### config.mk
export PLATFORM = sky130hd
export DESIGN_NAME = axis_slave_if
export DESIGN_NICKNAME = d
export VERILOG_FILES = /design/src/rtl/axis_slave_if_pkg.sv /design/src/rtl/axis_slave_if_fifo.sv /design/src/rtl/axis_slave_if.sv
export SDC_FILE = /design/constraint.sdc
export NUM_CORES = 1
export LEC_CHECK = 0
export BUFFER_PORTS_ARGS = -buffer_cell sky130_fd_sc_hd__buf_2
export CAP_MARGIN = 20
export CORE_UTILIZATION = 40
export CTS_CLUSTER_SIZE = 12
export DETAILED_ROUTE_END_ITERATION = 7
export HOLD_SLACK_MARGIN = 0.1
export REMOVE_ABC_BUFFERS = 1
export SLEW_MARGIN = 10
export SYNTH_ARGS = -nofsm -noshare
export SYNTH_HDL_FRONTEND = slang
export SYNTH_SLANG_ARGS = --single-unit
### constraint.sdc
create_clock -name clk -period 5.6 [get_ports clk]
set_input_delay 0.56 -clock clk [delete_from_list [all_inputs] [get_ports clk]]
set_output_delay 0.56 -clock clk [all_outputs]
set_load 0.01 [all_outputs]
### src/rtl/axis_slave_if_pkg.sv
// Shared constants for the AXIS receive path: stream-side sizing and RX FSM states,
// plus the inputs-memory geometry used by the DNN/FFT inputs memory.
package axi_stream_pckg;

   localparam int unsigned S_TDATA_WDT     = 32;
   localparam int unsigned S_FIFO_DEPTH    = 8;
   localparam int unsigned S_FIFO_ADDR_WDT = $clog2(S_FIFO_DEPTH);

   typedef enum logic [1:0] {
      RX_IDLE  = 2'd0,
      RX_RECV  = 2'd1,
      RX_FLUSH = 2'd2,
      RX_DONE  = 2'd3
   } rx_state_t;

endpackage

package dnn_pckg;

   localparam int unsigned VLW_WDT            = 128;
   localparam int unsigned INPUT_MEM_ADDR_WDT = 10;
   localparam int unsigned INPUT_MEM_OFFSET   = 0;
   localparam int unsigned FRAME_WORDS        = 256;

endpackage

### src/rtl/axis_slave_if_fifo.sv
// Synchronous beat FIFO with full/empty flags; pointers carry one extra wrap bit.
module axis_rx_fifo
   import axi_stream_pckg::*;
#(
   parameter int unsigned DATA_WDT = S_TDATA_WDT + 1,
   parameter int unsigned DEPTH    = S_FIFO_DEPTH,
   parameter int unsigned ADDR_WDT = S_FIFO_ADDR_WDT
) (
   input  logic                clk,
   input  logic                rst_n,
   input  logic                wr_en,
   input  logic [DATA_WDT-1:0] wr_data,
   input  logic                rd_en,
   output logic [DATA_WDT-1:0] rd_data,
   output logic                full,
   output logic                empty
);

   logic [DATA_WDT-1:0] mem_q [DEPTH];
   logic [ADDR_WDT:0]   wr_ptr_q;
   logic [ADDR_WDT:0]   rd_ptr_q;
   logic                do_wr;
   logic                do_rd;

   assign empty   = (wr_ptr_q == rd_ptr_q);
   assign full    = (wr_ptr_q[ADDR_WDT] != rd_ptr_q[ADDR_WDT]) &&
                    (wr_ptr_q[ADDR_WDT-1:0] == rd_ptr_q[ADDR_WDT-1:0]);
   assign do_rd   = rd_en && !empty;
   // A write while full is still fine when the same cycle frees a slot.
   assign do_wr   = wr_en && (!full || do_rd);
   assign rd_data = mem_q[rd_ptr_q[ADDR_WDT-1:0]];

   always_ff @(posedge clk or negedge rst_n) begin
      if (!rst_n) begin
         wr_ptr_q <= '0;
         rd_ptr_q <= '0;
      end else begin
         if (do_wr) wr_ptr_q <= wr_ptr_q + 1'b1;
         if (do_rd) rd_ptr_q <= rd_ptr_q + 1'b1;
      end
   end

   always_ff @(posedge clk) begin
      if (do_wr) mem_q[wr_ptr_q[ADDR_WDT-1:0]] <= wr_data;
   end

endmodule

### src/rtl/axis_slave_if.sv
// AXI-Stream slave: buffers beats, packs them MSB-first into memory words and writes them
// sequentially to the inputs memory. TLAST checking is compiled in with AXIS_RX_LAST_CHECK_EN.
module axis_slave_if
   import axi_stream_pckg::*;
#(
   parameter int unsigned S_TDATA_WDT        = axi_stream_pckg::S_TDATA_WDT,
   parameter int unsigned VLW_WDT            = dnn_pckg::VLW_WDT,
   parameter int unsigned INPUT_MEM_ADDR_WDT = dnn_pckg::INPUT_MEM_ADDR_WDT,
   parameter int unsigned INPUT_MEM_OFFSET   = dnn_pckg::INPUT_MEM_OFFSET,
   parameter int unsigned FRAME_WORDS        = dnn_pckg::FRAME_WORDS,
   parameter int unsigned S_FIFO_DEPTH       = axi_stream_pckg::S_FIFO_DEPTH
) (
   input  logic                          clk,
   input  logic                          rst_n,
   input  logic [S_TDATA_WDT-1:0]        S_AXIS_TDATA,
   input  logic                          S_AXIS_TLAST,
   input  logic                          S_AXIS_TVALID,
   output logic                          S_AXIS_TREADY,
   output logic [INPUT_MEM_ADDR_WDT-1:0] inputs_ext_mem_addr,
   output logic [VLW_WDT-1:0]            inputs_ext_mem_data,
   output logic                          inputs_ext_mem_wr_en,
   input  logic                          inputs_ext_mem_wr_rdy,
   input  logic                          inputs_rx_start,
   output logic                          inputs_rx_busy,
   output logic                          inputs_rx_done,
   output logic                          inputs_rx_err
);

   localparam int unsigned BPW          = VLW_WDT / S_TDATA_WDT;
   localparam int unsigned FRAME_BEATS  = FRAME_WORDS * BPW;
   localparam int unsigned PACK_CNT_WDT = (BPW > 1) ? $clog2(BPW) : 1;
   localparam int unsigned BEAT_CNT_WDT = $clog2(FRAME_BEATS + 1);
   localparam int unsigned FIFO_AW      = $clog2(S_FIFO_DEPTH);

   rx_state_t                     state_q;
   logic                          busy_q;
   logic                          done_q;
   logic [BEAT_CNT_WDT-1:0]       beat_cnt_q;

   logic                          fifo_full;
   logic                          fifo_empty;
   logic                          fifo_rd;
   logic [S_TDATA_WDT:0]          fifo_wdata;
   logic [S_TDATA_WDT:0]          fifo_rdata;

   logic                          beat_acc;
   logic                          count_end;
   logic                          frame_end;

   logic [VLW_WDT-1:0]            pack_q;
   logic [VLW_WDT-1:0]            pack_d;
   logic [PACK_CNT_WDT-1:0]       pack_cnt_q;
   logic                          pack_full_q;
   logic                          pack_move;
   logic                          beat_last;
   logic [VLW_WDT-1:0]            out_q;
   logic                          wr_en_q;
   logic                          wr_acc;
   logic [INPUT_MEM_ADDR_WDT-1:0] addr_q;

   assign S_AXIS_TREADY = (state_q == RX_RECV) && !fifo_full;
   assign beat_acc      = S_AXIS_TVALID && S_AXIS_TREADY;
   assign count_end     = (beat_cnt_q == BEAT_CNT_WDT'(FRAME_BEATS - 1));

`ifdef AXIS_RX_LAST_CHECK_EN
   logic err_q;
   assign frame_end     = count_end || S_AXIS_TLAST;
   assign inputs_rx_err = err_q;
`else
   logic unused_tlast;
   assign unused_tlast  = S_AXIS_TLAST;
   assign frame_end     = count_end;
   assign inputs_rx_err = 1'b0;
`endif

   // The stored end flag lets the packer close a short final word without knowing the count.
   assign fifo_wdata = {frame_end, S_AXIS_TDATA};

   axis_rx_fifo #(
      .DATA_WDT (S_TDATA_WDT + 1),
      .DEPTH    (S_FIFO_DEPTH),
      .ADDR_WDT (FIFO_AW)
   ) u_fifo (
      .clk     (clk),
      .rst_n   (rst_n),
      .wr_en   (beat_acc),
      .wr_data (fifo_wdata),
      .rd_en   (fifo_rd),
      .rd_data (fifo_rdata),
      .full    (fifo_full),
      .empty   (fifo_empty)
   );

   assign wr_acc    = wr_en_q && inputs_ext_mem_wr_rdy;
   assign pack_move = pack_full_q && (!wr_en_q || inputs_ext_mem_wr_rdy);
   assign fifo_rd   = !fifo_empty && (!pack_full_q || pack_move);
   assign beat_last = fifo_rdata[S_TDATA_WDT];

   // A new word starts from zero so an early end leaves its LSBs padded.
   always_comb begin
      pack_d = (pack_cnt_q == '0) ? '0 : pack_q;
      for (int i = 0; i < BPW; i++) begin
         if (pack_cnt_q == PACK_CNT_WDT'(i)) begin
            pack_d[VLW_WDT-1-i*S_TDATA_WDT -: S_TDATA_WDT] = fifo_rdata[S_TDATA_WDT-1:0];
         end
      end
   end

   always_ff @(posedge clk or negedge rst_n) begin
      if (!rst_n) begin
         pack_q      <= '0;
         pack_cnt_q  <= '0;
         pack_full_q <= 1'b0;
         out_q       <= '0;
         wr_en_q     <= 1'b0;
      end else begin
         if (pack_move) begin
            out_q       <= pack_q;
            wr_en_q     <= 1'b1;
            pack_full_q <= 1'b0;
         end else if (wr_acc) begin
            wr_en_q     <= 1'b0;
         end
         if (fifo_rd) begin
            pack_q <= pack_d;
            if (beat_last || (pack_cnt_q == PACK_CNT_WDT'(BPW - 1))) begin
               pack_cnt_q  <= '0;
               pack_full_q <= 1'b1;
            end else begin
               pack_cnt_q  <= pack_cnt_q + 1'b1;
            end
         end
      end
   end

   always_ff @(posedge clk or negedge rst_n) begin
      if (!rst_n) begin
         addr_q <= INPUT_MEM_ADDR_WDT'(INPUT_MEM_OFFSET);
      end else if (state_q == RX_IDLE) begin
         addr_q <= INPUT_MEM_ADDR_WDT'(INPUT_MEM_OFFSET);
      end else if (wr_acc) begin
         addr_q <= addr_q + 1'b1;
      end
   end

   always_ff @(posedge clk or negedge rst_n) begin
      if (!rst_n) begin
         state_q    <= RX_IDLE;
         busy_q     <= 1'b0;
         done_q     <= 1'b0;
         beat_cnt_q <= '0;
`ifdef AXIS_RX_LAST_CHECK_EN
         err_q      <= 1'b0;
`endif
      end else begin
         unique case (state_q)
            RX_IDLE: begin
               done_q <= 1'b0;
               if (inputs_rx_start) begin
                  state_q    <= RX_RECV;
                  busy_q     <= 1'b1;
                  beat_cnt_q <= '0;
`ifdef AXIS_RX_LAST_CHECK_EN
                  err_q      <= 1'b0;
`endif
               end
            end
            RX_RECV: begin
               if (beat_acc) begin
                  beat_cnt_q <= beat_cnt_q + 1'b1;
`ifdef AXIS_RX_LAST_CHECK_EN
                  // Covers both early TLAST and TLAST missing on the final counted beat.
                  if (S_AXIS_TLAST != count_end) err_q <= 1'b1;
`endif
                  if (frame_end) state_q <= RX_FLUSH;
               end
            end
            RX_FLUSH: begin
               if (fifo_empty && !pack_full_q && (!wr_en_q || inputs_ext_mem_wr_rdy)) begin
                  state_q <= RX_DONE;
                  done_q  <= 1'b1;
               end
            end
            RX_DONE: begin
               state_q <= RX_IDLE;
               busy_q  <= 1'b0;
               done_q  <= 1'b0;
            end
            default: begin
               state_q <= RX_IDLE;
               busy_q  <= 1'b0;
               done_q  <= 1'b0;
            end
         endcase
      end
   end

   assign inputs_ext_mem_addr  = addr_q;
   assign inputs_ext_mem_data  = out_q;
   assign inputs_ext_mem_wr_en = wr_en_q;
   assign inputs_rx_busy       = busy_q;
   assign inputs_rx_done       = done_q;

endmodule

After elaboration in Yosys (flattened, before gate mapping)
Memory sizes are Yosys's and may differ from the RTL's.
Index checks and enable logic that the tools add are counted.
W data, S select, Z words.
Operators by class
  $add $sub $neg: 5
  eq/ne operators: 14
  multiplexer cells: 27
  reduce and logical (&&, ||, !) cells: 37
Operator list (count)
  $mux W128: 1
  $mux W32: 4
  $mux W11: 2
  $pmux W11 S2: 1
  $mux W10: 2
  $reduce_bool A2 Y1: 8
  $reduce_and A2 Y1: 6
  $add A11 B1 Y11 const B: 1
  $eq A11 B10 Y1 const B: 1
  $add A10 B1 Y10 const B: 1
  $logic_and A1 B1 Y1: 10
  $mux W2: 5
  $mux W1: 9
  $add A4 B1 Y4 const B: 2
  $eq A2 B2 Y1 const B: 4
  $pmux W2 S4: 1
  $ne A2 B2 Y1 const B: 3
  $eq A2 B1 Y1 const B: 2
  $eq A4 B4 Y1: 1
  $logic_not A1 Y1: 4
  $logic_not A2 Y1: 2
  $logic_or A1 B1 Y1: 4
  $pmux W1 S2: 2
  $reduce_and A4 Y1: 1
  6 further kinds: 6
Storage, ports and cells
  flip-flop bits (word level): 293
  RAM bits: 264
  input bits: 38
  output and inout port bits: 143
  memories kept: 1
Memory list
  u_fifo.mem_q: words 8, width 33, rd ports 1, clocked after Yosys merged registers in 0, wr ports 1, RTL line axis_slave_if_fifo.sv:19  | logic [DATA_WDT-1:0] mem_q [DEPTH];

Longest topological paths before layout
Gate-level depths: netlist of run 1.
  word-level depth: 10
  depth in mapped cells: 8
  mapped depth without buffers: 7

Cells and area by module
From an unflattened synthesis of run 1, not the netlist that was laid out.
Unflattened totals
  cells, all modules: 1277
  area, all modules: 21748.4 um2
Modules (own cells, without submodules)
  axis_slave_if: times used 1, cells an instance 836, area each 11167.0 um2, sequential area each 7131.8 um2
  axis_rx_fifo: times used 1, cells an instance 441, area each 10581.4 um2, sequential area each 8127.8 um2

Least setup slack after synthesis of run 1
OpenSTA, ideal clock, no wires.
  kind: flip-flop to flip-flop
  start: register state_q[1]
  end: memory u_fifo.mem_q[2][0] (netlist name), enable pin
  setup time: 0.464 ns
  arrival time: 3.595 ns
  setup slack: 1.540 ns
  stages on the path, launching flop included: 8
  clock period less this slack: 4.060 ns
  cell sequence: dfrtp_1 inv_1 ha_1 clkbuf_1 nand2_1 nor2_1 nand2_1 nor3_1
Between the ends
  word-level cells in the longest chain between the ends: 6
Ends and longest elaborated chain
  start, declared: RTL line axis_slave_if.sv:35  | rx_state_t state_q;
  start signal, assigned: RTL line axis_slave_if.sv:148  | state_q <= RX_IDLE;
  start signal, assigned: RTL line axis_slave_if.sv:160  | state_q <= RX_RECV;
  start signal, assigned: RTL line axis_slave_if.sv:175  | if (frame_end) state_q <= RX_FLUSH;
  $eq A2 B1 Y1: RTL line axis_slave_if.sv:61  | assign S_AXIS_TREADY = (state_q == RX_RECV) && !fifo_full;
  $logic_and A1 B1 Y1: RTL line axis_slave_if.sv:61
  $logic_and A1 B1 Y1: RTL line axis_slave_if.sv:62  | assign beat_acc = S_AXIS_TVALID && S_AXIS_TREADY;
  $logic_and A1 B1 Y1: RTL line axis_slave_if_fifo.sv:30  | assign do_wr = wr_en && (!full || do_rd);
  $mux W1: RTL line axis_slave_if_fifo.sv:44  | if (do_wr) mem_q[wr_ptr_q[ADDR_WDT-1:0]] <= wr_data;
  $mux W1 (implied by the code): RTL line axis_slave_if_fifo.sv:44
  end, declared: RTL line axis_slave_if_fifo.sv:19
Every way passes these cells.

Worst setup path after layout of run 1
  start: register u_fifo.rd_ptr_q[2]
  end: memory u_fifo.mem_q[3][5] (netlist name), enable pin
Between the ends
  word-level cells in the longest chain between the ends: 8
Ends and longest elaborated chain
  start, declared: RTL line axis_slave_if_fifo.sv:21  | logic [ADDR_WDT:0] rd_ptr_q;
  start signal, assigned: RTL line axis_slave_if_fifo.sv:39  | if (do_rd) rd_ptr_q <= rd_ptr_q + 1'b1;
  $eq A4 B4 Y1 or $eq A3 B3 Y1 (tied branches): RTL line axis_slave_if_fifo.sv:25, axis_slave_if_fifo.sv:27
  $logic_not A1 Y1 or $logic_and A1 B1 Y1 (tied branches): RTL line axis_slave_if_fifo.sv:28, axis_slave_if.sv:96, axis_slave_if_fifo.sv:26
  $logic_and A1 B1 Y1 or $logic_not A1 Y1 (tied branches): RTL line axis_slave_if.sv:96, axis_slave_if_fifo.sv:30, axis_slave_if.sv:61
  $logic_and A1 B1 Y1 (on tied branches): RTL line axis_slave_if_fifo.sv:28, axis_slave_if.sv:61
  $logic_or A1 B1 Y1 or $logic_and A1 B1 Y1 (tied branches): RTL line axis_slave_if_fifo.sv:30, axis_slave_if.sv:62
  $logic_and A1 B1 Y1 (*): RTL line axis_slave_if_fifo.sv:30
  $mux W1 (*): RTL line axis_slave_if_fifo.sv:44
  $mux W1 (implied by the code) (*): RTL line axis_slave_if_fifo.sv:44
Every way passes the cells marked *; elsewhere a longest branch is shown, timed or not.

==> results of run 1 <==
[power by group through the flow]
stage | combinational [mW] | sequential (mW) | clock (mW)
after floorplan | 2.74 | 6.23 | 0
after global placement | 4.50 | 6.05 | 0
after detailed placement | 4.57 | 6.10 | 0
after CTS | 4.59 | 6.03 | 3.84
after global routing | 4.91 | 6.14 | 4.00
final | 4.48 | 5.99 | 3.74
[through the flow]
step / cells / cell area [sq um]
after global placement: 1999 / 22800
after detailed placement: 1999 / 22800
after global routing: 2110 / 24700
after floorplan: 1118 / 20800
final: 2113 / 24700
after CTS: 2110 / 24700
[final timing paths]
check	start	end	slack, ns
setup / recovery	u_fifo.rd_ptr_q[2]	u_fifo.mem_q[3][5]	2.25
hold / removal	S_AXIS_TDATA[18]	u_fifo.mem_q[6][18]	0.23
setup reg to reg	u_fifo.rd_ptr_q[2]	u_fifo.mem_q[3][5]	2.25
hold reg to reg	pack_q[35]	pack_q[35]	0.48
max in group asynchronous	rst_n	inputs_ext_mem_data[109]	3.73
min in group asynchronous	rst_n	inputs_ext_mem_addr[3]	0.52
[layer usage]
layer	vias to the layer above	share of wire, %
met2	196	49
met1	5750	45
li1	4914	-
met4	8	1.8
met3	71	4.7
met5	-	0.13
[flip-flops by register name, indices dropped and copies added, names as in the netlist]
| register | cells |
|---|---|
| inputs_rx_done | 1 |
| inputs_ext_mem_data | 128 |
| state_q | 2 |
| beat_cnt_q | 11 |
| inputs_rx_busy | 1 |
| pack_q | 128 |
| pack_full_q | 1 |
| u_fifo.wr_ptr_q | 4 |
| inputs_ext_mem_addr | 10 |
| inputs_ext_mem_wr_en | 1 |
| u_fifo.rd_ptr_q | 4 |
| pack_cnt_q | 2 |
| u_fifo.mem_q | 264 |
[cells in the final DEF (no fill, tap or decap), types with 5 or more instances in the layout]
master,count
clkbuf_8,8
clkbuf_1,29
clkbuf_16,62
xor2_1,8
buf_2,177
buf_4,13
nor2_4,5
nand2b_1,5
dfrtp_1,290
mux2i_1,37
a31oi_1,6
nand3_1,8
nor2_1,45
nand2_1,29
o2bb2ai_1,96
mux2_2,130
nand4_1,6
xnor2_1,8
edfxtp_1,264
inv_1,8
mux4_2,66
ha_1,12
a21oi_1,34
o21ai_0,11
clkinv_2,5
and3_1,6
[worst register-to-register path, delay by kind of cell (launching register included)]
family                    cells  cell delay [ns]
DFF                           1             0.94
xor gates and xnor gates      1             0.32
buffers and inverters         1             0.42
and+or+nand+nor               4             1.32
[layout make-up]
type,count,area (sq um),area share (%)
diodes,3,7.51,0.0304
clock buffers,99,1770,7.18
clock inverters,11,85.1,0.345
inverters,9,33.8,0.137
multi-input cells,552,5590,22.7
flip-flops and latches,557,15300,61.9
well taps,688,861,3.49
repair buffers,194,1050,4.25
[cell families after synthesis]
logic type	after synthesis
AO/OA/AOI/OAI	158
XOR/XNOR	19
adder cells (fa/ha/maj)	12
buffers and inverters	77
flip-flops	557
multiplexers	234
other	1
AND/OR/NAND/NOR	128
[what timing repair did]
action                                 in CTS  in global routing
endpoints found under the hold margin      73                  0
setup buffers                               0                  0
hold buffers                                1                  0
==> flow_metrics.env, run 1 <==
export IMPL_p_total_mw=14.2
export IMPL_ioPinCount=181
export IMPL_drive_gt1_share_pct=34.9
export IMPL_synth_area_leaders="edfxtp_1, dfrtp_1, mux4_2"
export IMPL_muxShareOfSynthArea_pct=15.7
export IMPL_gp_congestion=0.736
export IMPL_grt_pass1_wl_um=70500
export IMPL_synth_top_area_cell="edfxtp_1"
export IMPL_drtIter0Drc=704
export IMPL_antenna_found_initial=8
export IMPL_synth_compound_area_share_pct=5.69
export IMPL_totalWireLength_um=45200
export IMPL_worst_path_buf_inv=1
export IMPL_post_route_period_util_pct=59.9
export IMPL_synth_adder_area_share_pct=0.708
export IMPL_num_rows=84
export IMPL_synthSimpleGateAreaFrac_pct=2.98
export IMPL_via_count=10900
export IMPL_setup_ws_ns=2.25
export IMPL_clock_power_share_pct=26.3
export IMPL_ys_ff_latch=557
export IMPL_p_switching_mw=4.77
export IMPL_cp_slowest_cell="dfrtp_4"
export IMPL_root_buffer="clkbuf_16"
export IMPL_grt_max_degree=157
export IMPL_clkTransAtPathRegs_ns=0.06
export IMPL_crit_path_max_incr_delay_ns=0.94
export IMPL_synth_top_area_share_pct=37.4
export IMPL_use_met1_pct=23.6
export IMPL_worst_path_stages=6
export IMPL_fp_dieW_um=232
export IMPL_start_kind="flip-flop"
export IMPL_peakVddDrop_mv=0.343
export IMPL_cts_made_buffers=58
export IMPL_port_buffers=178
export IMPL_num_fill_cells=4428
export IMPL_rsz0062_at_grt="no"
export IMPL_grt_busiest_layer="met2"
export IMPL_drv_cap=0
export IMPL_use_met3_pct=3.93
export IMPL_synth_common_cells="dfrtp_1, edfxtp_1, mux2_2, o2bb2ai_1, mux4_2"
export IMPL_synth_edf_count=264
export IMPL_critical_path_top_delay_family="simple AND/OR/NAND/NOR gates"
export IMPL_die_area_sq_um=53900
export IMPL_grt_usage_pct=17.3
export IMPL_tightest_slew_ns=1.07
export IMPL_hold_viol=0
export IMPL_hpwl_um=26300
export IMPL_p_leak_nw=9.97
export IMPL_grt_ovfl_total=0
export IMPL_syn_area_sq_um=21200
export IMPL_start_util_pct=40.4
export IMPL_synth_xor_area_share_pct=0.891
export IMPL_clock_sinks=557
export IMPL_drt_vias_per_instance=5.18
export IMPL_yosys_warnings=0
export IMPL_seq_power_share_pct=42.2
export IMPL_yosysUniqueCellTypes=48
export IMPL_finalSetupViolations=0
export IMPL_synthCells=1186
export IMPL_yosysSeqAreaShare_pct=72.0
export IMPL_status="finished, final reports clean"
export IMPL_pwr_density_cell_nw_per_um2=576
export IMPL_end_kind="flip-flop"
export IMPL_pre_cts_ws_ns=2.15
export IMPL_avgSynthCellArea_sq_um=17.9
export IMPL_cts_resized=0
export IMPL_ant_nets=0
export IMPL_yosys_cell_count_top_type="dfrtp_1"
export IMPL_die_y_um=232
export IMPL_ys_flop_type="dfrtp_1"
export IMPL_arrival_ns=3.62
export IMPL_layout_nets=1422
export IMPL_fmax_mhz=298
export IMPL_r2r_cells=6
export IMPL_slew_limit_headroom_pct=28.7
export IMPL_async_flop_share_pct=52.6
export IMPL_final_setup_skew_ns=0.0161
export IMPL_grt_pass1_vias=11600
export IMPL_path_cells="xor2_2 -> nor4_4 -> nor2_1 -> nand2_1 -> nor2_4 -> buf_4"
export IMPL_wl_per_cell_um=21.4
export IMPL_drc=0
export IMPL_area_growth_pct=16.3
export IMPL_required_ns=5.87
export IMPL_fin_util_pct=47.0
export IMPL_intPower_mw=9.44
export IMPL_cts_max_level=2
export IMPL_path_max_fanout=37
export IMPL_hold_path_class="input pin to flip-flop"
export IMPL_cts_tree="yes"
export IMPL_hold_depth=1
export IMPL_dr_pass1_iters=4
export IMPL_holdWs_ns=0.228
export IMPL_clk_latency_ns=0.60
export IMPL_switching_share_pct=33.5
export IMPL_fin_crit_ns=3.35
export IMPL_coreArea_sq_um=52400
export IMPL_setup_tns_ns=0
export IMPL_grt_util_met2_pct=27.8
export IMPL_cts_buffer_depth=3
export IMPL_setup_worst_path_class="flip-flop to flip-flop"
export IMPL_p_comb_share_pct=31.5
export IMPL_synth_top_family_by_area="multiplexers"
export IMPL_finalMaxSlewViolations=0
No activity file was read; power rests on OpenSTA's default activity.
==> run 2, diff against run 1 <==
==> constraint.sdc (replaced) <==
create_clock -name clk -period 2.86 [get_ports clk]
set_input_delay 0.286 -clock clk [delete_from_list [all_inputs] [get_ports clk]]
set_output_delay 0.286 -clock clk [all_outputs]
set_load 0.01 [all_outputs]
==> flow_metrics.env, run 2 (synthesis results as in run 1) <==
export IMPL_largest_reg_flops=264
export IMPL_grt_max_degree=89
export IMPL_cts_tree="yes"
export IMPL_finalMaxSlewViolations=0
export IMPL_layout_common_cells="dfrtp_1, edfxtp_1, buf_2"
export IMPL_hpwl_um=28200
export IMPL_postCtsHoldBufs=35
export IMPL_cts_max_level=2
export IMPL_num_rows=84
export IMPL_cpMostUsedCell="nand2_1"
export IMPL_path_max_fanout=33
export IMPL_cts_buffer_depth=3
export IMPL_clock_sinks=557
export IMPL_final_common_cell="dfrtp_1"
export IMPL_layout_nets=1490
export IMPL_ioPinCount=181
export IMPL_setup_worst_path_class="flip-flop to flip-flop"
export IMPL_end_kind="flip-flop"
export IMPL_start_util_pct=40.4
export IMPL_fmax_mhz=393
export IMPL_final_setup_skew_ns=0.0275
export IMPL_grt_pass1_vias=12000
export IMPL_rsz0062_at_grt="no"
export IMPL_hold_viol=0
export IMPL_drv_cap=0
export IMPL_r2r_start="state_q[1]"
export IMPL_slew_limit_headroom_pct=41.5
export IMPL_fp_dieW_um=232
export IMPL_dp_cells=2034
export IMPL_grt_ovfl_total=0
export IMPL_area_growth_pct=19.6
export IMPL_die_y_um=232
export IMPL_totalWireLength_um=46000
export IMPL_via_count=11300
export IMPL_drive_gt1_share_pct=35.8
export IMPL_required_ns=3.13
export IMPL_coreArea_sq_um=52400
export IMPL_worstHoldStart="S_AXIS_TVALID"
export IMPL_port_buffers=178
export IMPL_die_area_sq_um=53900
export IMPL_drtIter0Drc=646
export IMPL_cts_resized=0
export IMPL_path_cells="inv_1 -> ha_1 -> nand2_1 -> nor2_1 -> nand2_1 -> nor3_2 -> buf_12"
export IMPL_drt_vias_per_instance=5.20
export IMPL_cp_slowest_cell="dfrtp_1"
export IMPL_arrival_ns=2.81
export IMPL_layout_cells_non_filler=2175
export IMPL_grt_pass1_wl_um=71200
export IMPL_status="finished, final reports clean"
export IMPL_postCtsSetupRepairBufs=0
export IMPL_pwr_density_cell_nw_per_um2=1110
export IMPL_p_leak_nw=10.3
export IMPL_clk_latency_ns=0.61
export IMPL_p_total_mw=28.1
export IMPL_start_kind="flip-flop"
export IMPL_cts_made_buffers=57
export IMPL_ant_nets=0
export IMPL_gp_congestion=0.757
export IMPL_crit_path_max_incr_delay_ns=0.42
export IMPL_post_route_period_util_pct=89.0
export IMPL_wl_per_cell_um=21.1
export IMPL_peakVddDrop_mv=0.684
export IMPL_antenna_found_initial=4
export IMPL_hold_path_class="input pin to flip-flop"
export IMPL_tightest_slew_ns=0.878
export IMPL_setup_tns_ns=0
export IMPL_grt_usage_pct=17.5
export IMPL_dr_pass1_iters=5
export IMPL_clkTransAtPathRegs_ns=0.06
export IMPL_root_buffer="clkbuf_16"
export IMPL_fin_crit_ns=2.55
export IMPL_drc=0
export IMPL_worstSetupStartpoint="state_q[1]"
export IMPL_worst_path_buf_inv=2
export IMPL_finalSetupViolations=0
export IMPL_critical_path_top_delay_family="simple AND/OR/NAND/NOR gates"
[run 2: worst paths after layout]
check	slack, ns	endpoint	cells after the start
min in group asynchronous	0.20	inputs_ext_mem_addr[4]	2
setup / recovery	0.31	u_fifo.mem_q[2][17]	7
hold / removal	0.16	state_q[0]	4
max in group asynchronous	1.75	pack_q[108]	3
hold reg to reg	0.48	beat_cnt_q[7]	1
setup reg to reg	0.31	u_fifo.mem_q[2][17]	7
[run 2: per-stage QoR]
stage | utilization (%) | worst slack (ns) | hold slack, ns | instance area (sq um)
CTS | 48.3 | 0.340 | 0.119 | 25400
detailed placement | 44.3 | 0.374 | 0.366 | 23200
finish | 48.4 | 0.314 | 0.155 | 25400
floorplan | - | -3.42 | -0.00959 | 20800
global placement | 44.3 | 0.424 | 0.351 | 23200
global route | 48.4 | 0.154 | 0.166 | 25400
[run 2: per-layer routing]
layer / vias up / GRT usage (%) / part of all wire [%]
li1: 5052 / - / -
met2: 246 / 28.0 / 48
met5: - / 0 / 0.054
met1: 5929 / 23.8 / 44
met3: 69 / 3.83 / 5.0
met4: 4 / 5.06 / 2.3
[run 2: cell type report]
type | count | area, sq um
clock buffers | 93 | 1740
clock inverters | 11 | 60.1
flip-flops and latches | 557 | 15300
multi-input cells | 552 | 5590
fillers | 4390 | 27100
well taps | 688 | 861
inverters | 9 | 33.8
diodes | 2 | 5.00
repair buffers | 263 | 1800
[run 2: worst min-delay path, cell delays in order]
cell and delay (ns):
buf_2 0.11, nand2_1 0.05, o31a_2 0.14, o32a_1 0.14
[run 2: power by group]
group          switching (mW)  internal (mW)
Clock                    2.94           4.12
Sequential               1.11           10.4
Combinational            5.33           4.23
==> run 3, diff against run 2 <==
--- a/config.mk
+++ b/config.mk
@@ -7,7 +7,7 @@
 export LEC_CHECK = 0
 export BUFFER_PORTS_ARGS = -buffer_cell sky130_fd_sc_hd__buf_2
 export CAP_MARGIN = 20
-export CORE_UTILIZATION = 40
+export CORE_UTILIZATION = 30
 export CTS_CLUSTER_SIZE = 12
 export DETAILED_ROUTE_END_ITERATION = 7
 export HOLD_SLACK_MARGIN = 0.1
==> flow_metrics.env, run 3 (synthesis results as in run 1) <==
export IMPL_wl_per_cell_um=20.2
export IMPL_drc=0
export IMPL_path_max_fanout=21
export IMPL_ant_nets=0
export IMPL_grt_max_degree=100
export IMPL_hpwl_um=30300
export IMPL_fp_dieW_um=268
export IMPL_hold_depth=4
export IMPL_cts_tree="yes"
export IMPL_grt_usage_pct=13.8
export IMPL_crit_path_max_incr_delay_ns=0.57
export IMPL_required_ns=3.16
export IMPL_start_util_pct=30.3
export IMPL_tightest_slew_ns=1.04
export IMPL_fmax_mhz=408
export IMPL_worstHoldStart="S_AXIS_TVALID"
export IMPL_clock_sinks=557
export IMPL_via_count=11500
export IMPL_cts_made_buffers=60
export IMPL_arrival_ns=2.75
export IMPL_num_rows=97
export IMPL_clk_latency_ns=0.63
export IMPL_start_kind="flip-flop"
export IMPL_cts_max_level=2
export IMPL_ff2ff_setup_slack_ns=0.41
export IMPL_layout_common_cells="dfrtp_1, edfxtp_1, buf_2"
export IMPL_worst_path_buf_inv=1
export IMPL_dr_pass1_iters=5
export IMPL_clkTransAtPathRegs_ns=0.06
export IMPL_totalWireLength_um=49200
export IMPL_layout_nets=1494
export IMPL_setup_worst_path_class="flip-flop to flip-flop"
export IMPL_path_cells="xor2_2 -> nor4_4 -> or3_1 -> nor2_4 -> buf_12"
export IMPL_finalMaxSlewViolations=0
export IMPL_grt_pass1_wl_um=75100
export IMPL_end_kind="flip-flop"
export IMPL_setup_ws_ns=0.411
export IMPL_fin_crit_ns=2.45
export IMPL_cts_resized=0
export IMPL_final_common_cell="dfrtp_1"
export IMPL_slew_limit_headroom_pct=30.2
export IMPL_ioPinCount=181
export IMPL_grt_ovfl_total=0
export IMPL_area_growth_pct=21.7
export IMPL_die_y_um=268
export IMPL_drt_vias_per_instance=4.71
export IMPL_r2r_cells=5
export IMPL_largest_reg_flops=264
export IMPL_drtIter0Drc=746
export IMPL_drv_cap=0
export IMPL_pre_cts_ws_ns=0.430
export IMPL_post_route_period_util_pct=85.6
export IMPL_r2r_start="u_fifo.wr_ptr_q[0]"
export IMPL_layout_cells_non_filler=2440
export IMPL_grt_pass1_vias=12100
export IMPL_coreArea_sq_um=70000
export IMPL_critical_path_top_delay_family="simple AND/OR/NAND/NOR gates"
export IMPL_status="finished, final reports clean"
export IMPL_rsz0062_at_grt="no"
export IMPL_postCtsHoldBufs=35
export IMPL_antenna_found_initial=5
export IMPL_finalSetupViolations=0
export IMPL_gp_congestion=0.728
export IMPL_p_leak_nw=10.4
export IMPL_min_to="state_q[0]"
export IMPL_cp_slowest_cell="dfrtp_1"
export IMPL_peakVddDrop_mv=0.550
export IMPL_regToRegEndpoint="u_fifo.mem_q[4][19]"
export IMPL_postCtsSetupRepairBufs=0
export IMPL_hold_path_class="input pin to flip-flop"
export IMPL_cts_buffer_depth=3
export IMPL_hold_viol=0
export IMPL_pwr_density_cell_nw_per_um2=1110
export IMPL_drive_gt1_share_pct=35.7
export IMPL_port_buffers=178
export IMPL_final_setup_skew_ns=0.0276
export IMPL_die_area_sq_um=71800
export IMPL_dp_cells=2287
export IMPL_root_buffer="clkbuf_16"
## run 3: changes by cell type in the layout (fill, tap and decap cells not counted), moves of 2 or more
cell,previous run,this run
clkinv_1,2,10
clkbuf_8,9,5
bufinv_16,0,3
clkinvlp_4,0,2
diode_2,2,4
## run 3: stage by stage
stage | instance area [sq um] | utilization (%) | hold WS [ns] | setup TNS [ns] | power (mW)
after floorplan | 20800 | - | -0.00959 | -1134.30 | 17.4
after global placement | 23500 | 33.6 | 0.419 | 0 | 21.3
after detailed placement | 23500 | 33.6 | 0.440 | 0 | 21.5
after CTS | 25800 | 36.8 | 0.102 | 0 | 29.2
after global routing | 25800 | 36.9 | 0.158 | 0 | 30.4
final | 25800 | 36.9 | 0.146 | 0 | 28.7
## run 3: final cells by class
type | instances | area (sq um)
diodes | 4 | 10.0
clock buffers | 89 | 1680
clock inverters | 25 | 236
fillers | 6583 | 44200
inverters | 9 | 33.8
multi-input cells | 552 | 5590
flip-flops and latches | 557 | 15300
well taps | 940 | 1180
repair buffers | 264 | 1810
## run 3: worst max-delay path by stage
stage                     endpoint  slack [ns]  cells after the start               start
2_1_floorplan   u_fifo.mem_q[0][0]       -3.42                      4  u_fifo.rd_ptr_q[0]
4_1_cts        u_fifo.mem_q[6][12]        0.40                      6  u_fifo.wr_ptr_q[0]
3_5_place_dp   u_fifo.mem_q[6][20]        0.43                      6  u_fifo.wr_ptr_q[0]
5_1_grt        u_fifo.mem_q[6][19]        0.24                      6  u_fifo.wr_ptr_q[0]
6_report       u_fifo.mem_q[4][19]        0.41                      5  u_fifo.wr_ptr_q[0]
3_3_place_gp   u_fifo.mem_q[5][19]        0.50                      5  u_fifo.wr_ptr_q[2]
## run 3: power by group
part / total, mW / leakage (nW) / internal (mW) / switching [mW]
Sequential: 11.5 / 6.16 / 10.4 / 1.07
Combinational: 9.74 / 3.28 / 4.19 / 5.55
Clock: 7.50 / 0.924 / 4.34 / 3.16
## run 3: layer usage
layer / global-route usage (%) / vias up / routed length, um
met2: 22.6 / 243 / 23700
li1: - / 5098 / -
met3: 2.75 / 64 / 2260
met4: 4.02 / 4 / 1120
met1: 18.6 / 6072 / 22100
met5: 0 / - / 34
## run 3: worst reg2reg max path: stages (launching register included)
cell and delay, ns:
dfrtp_1 0.57, xor2_2 0.32, nor4_4 0.07, or3_1 0.51, nor2_4 0.38, buf_12 0.26
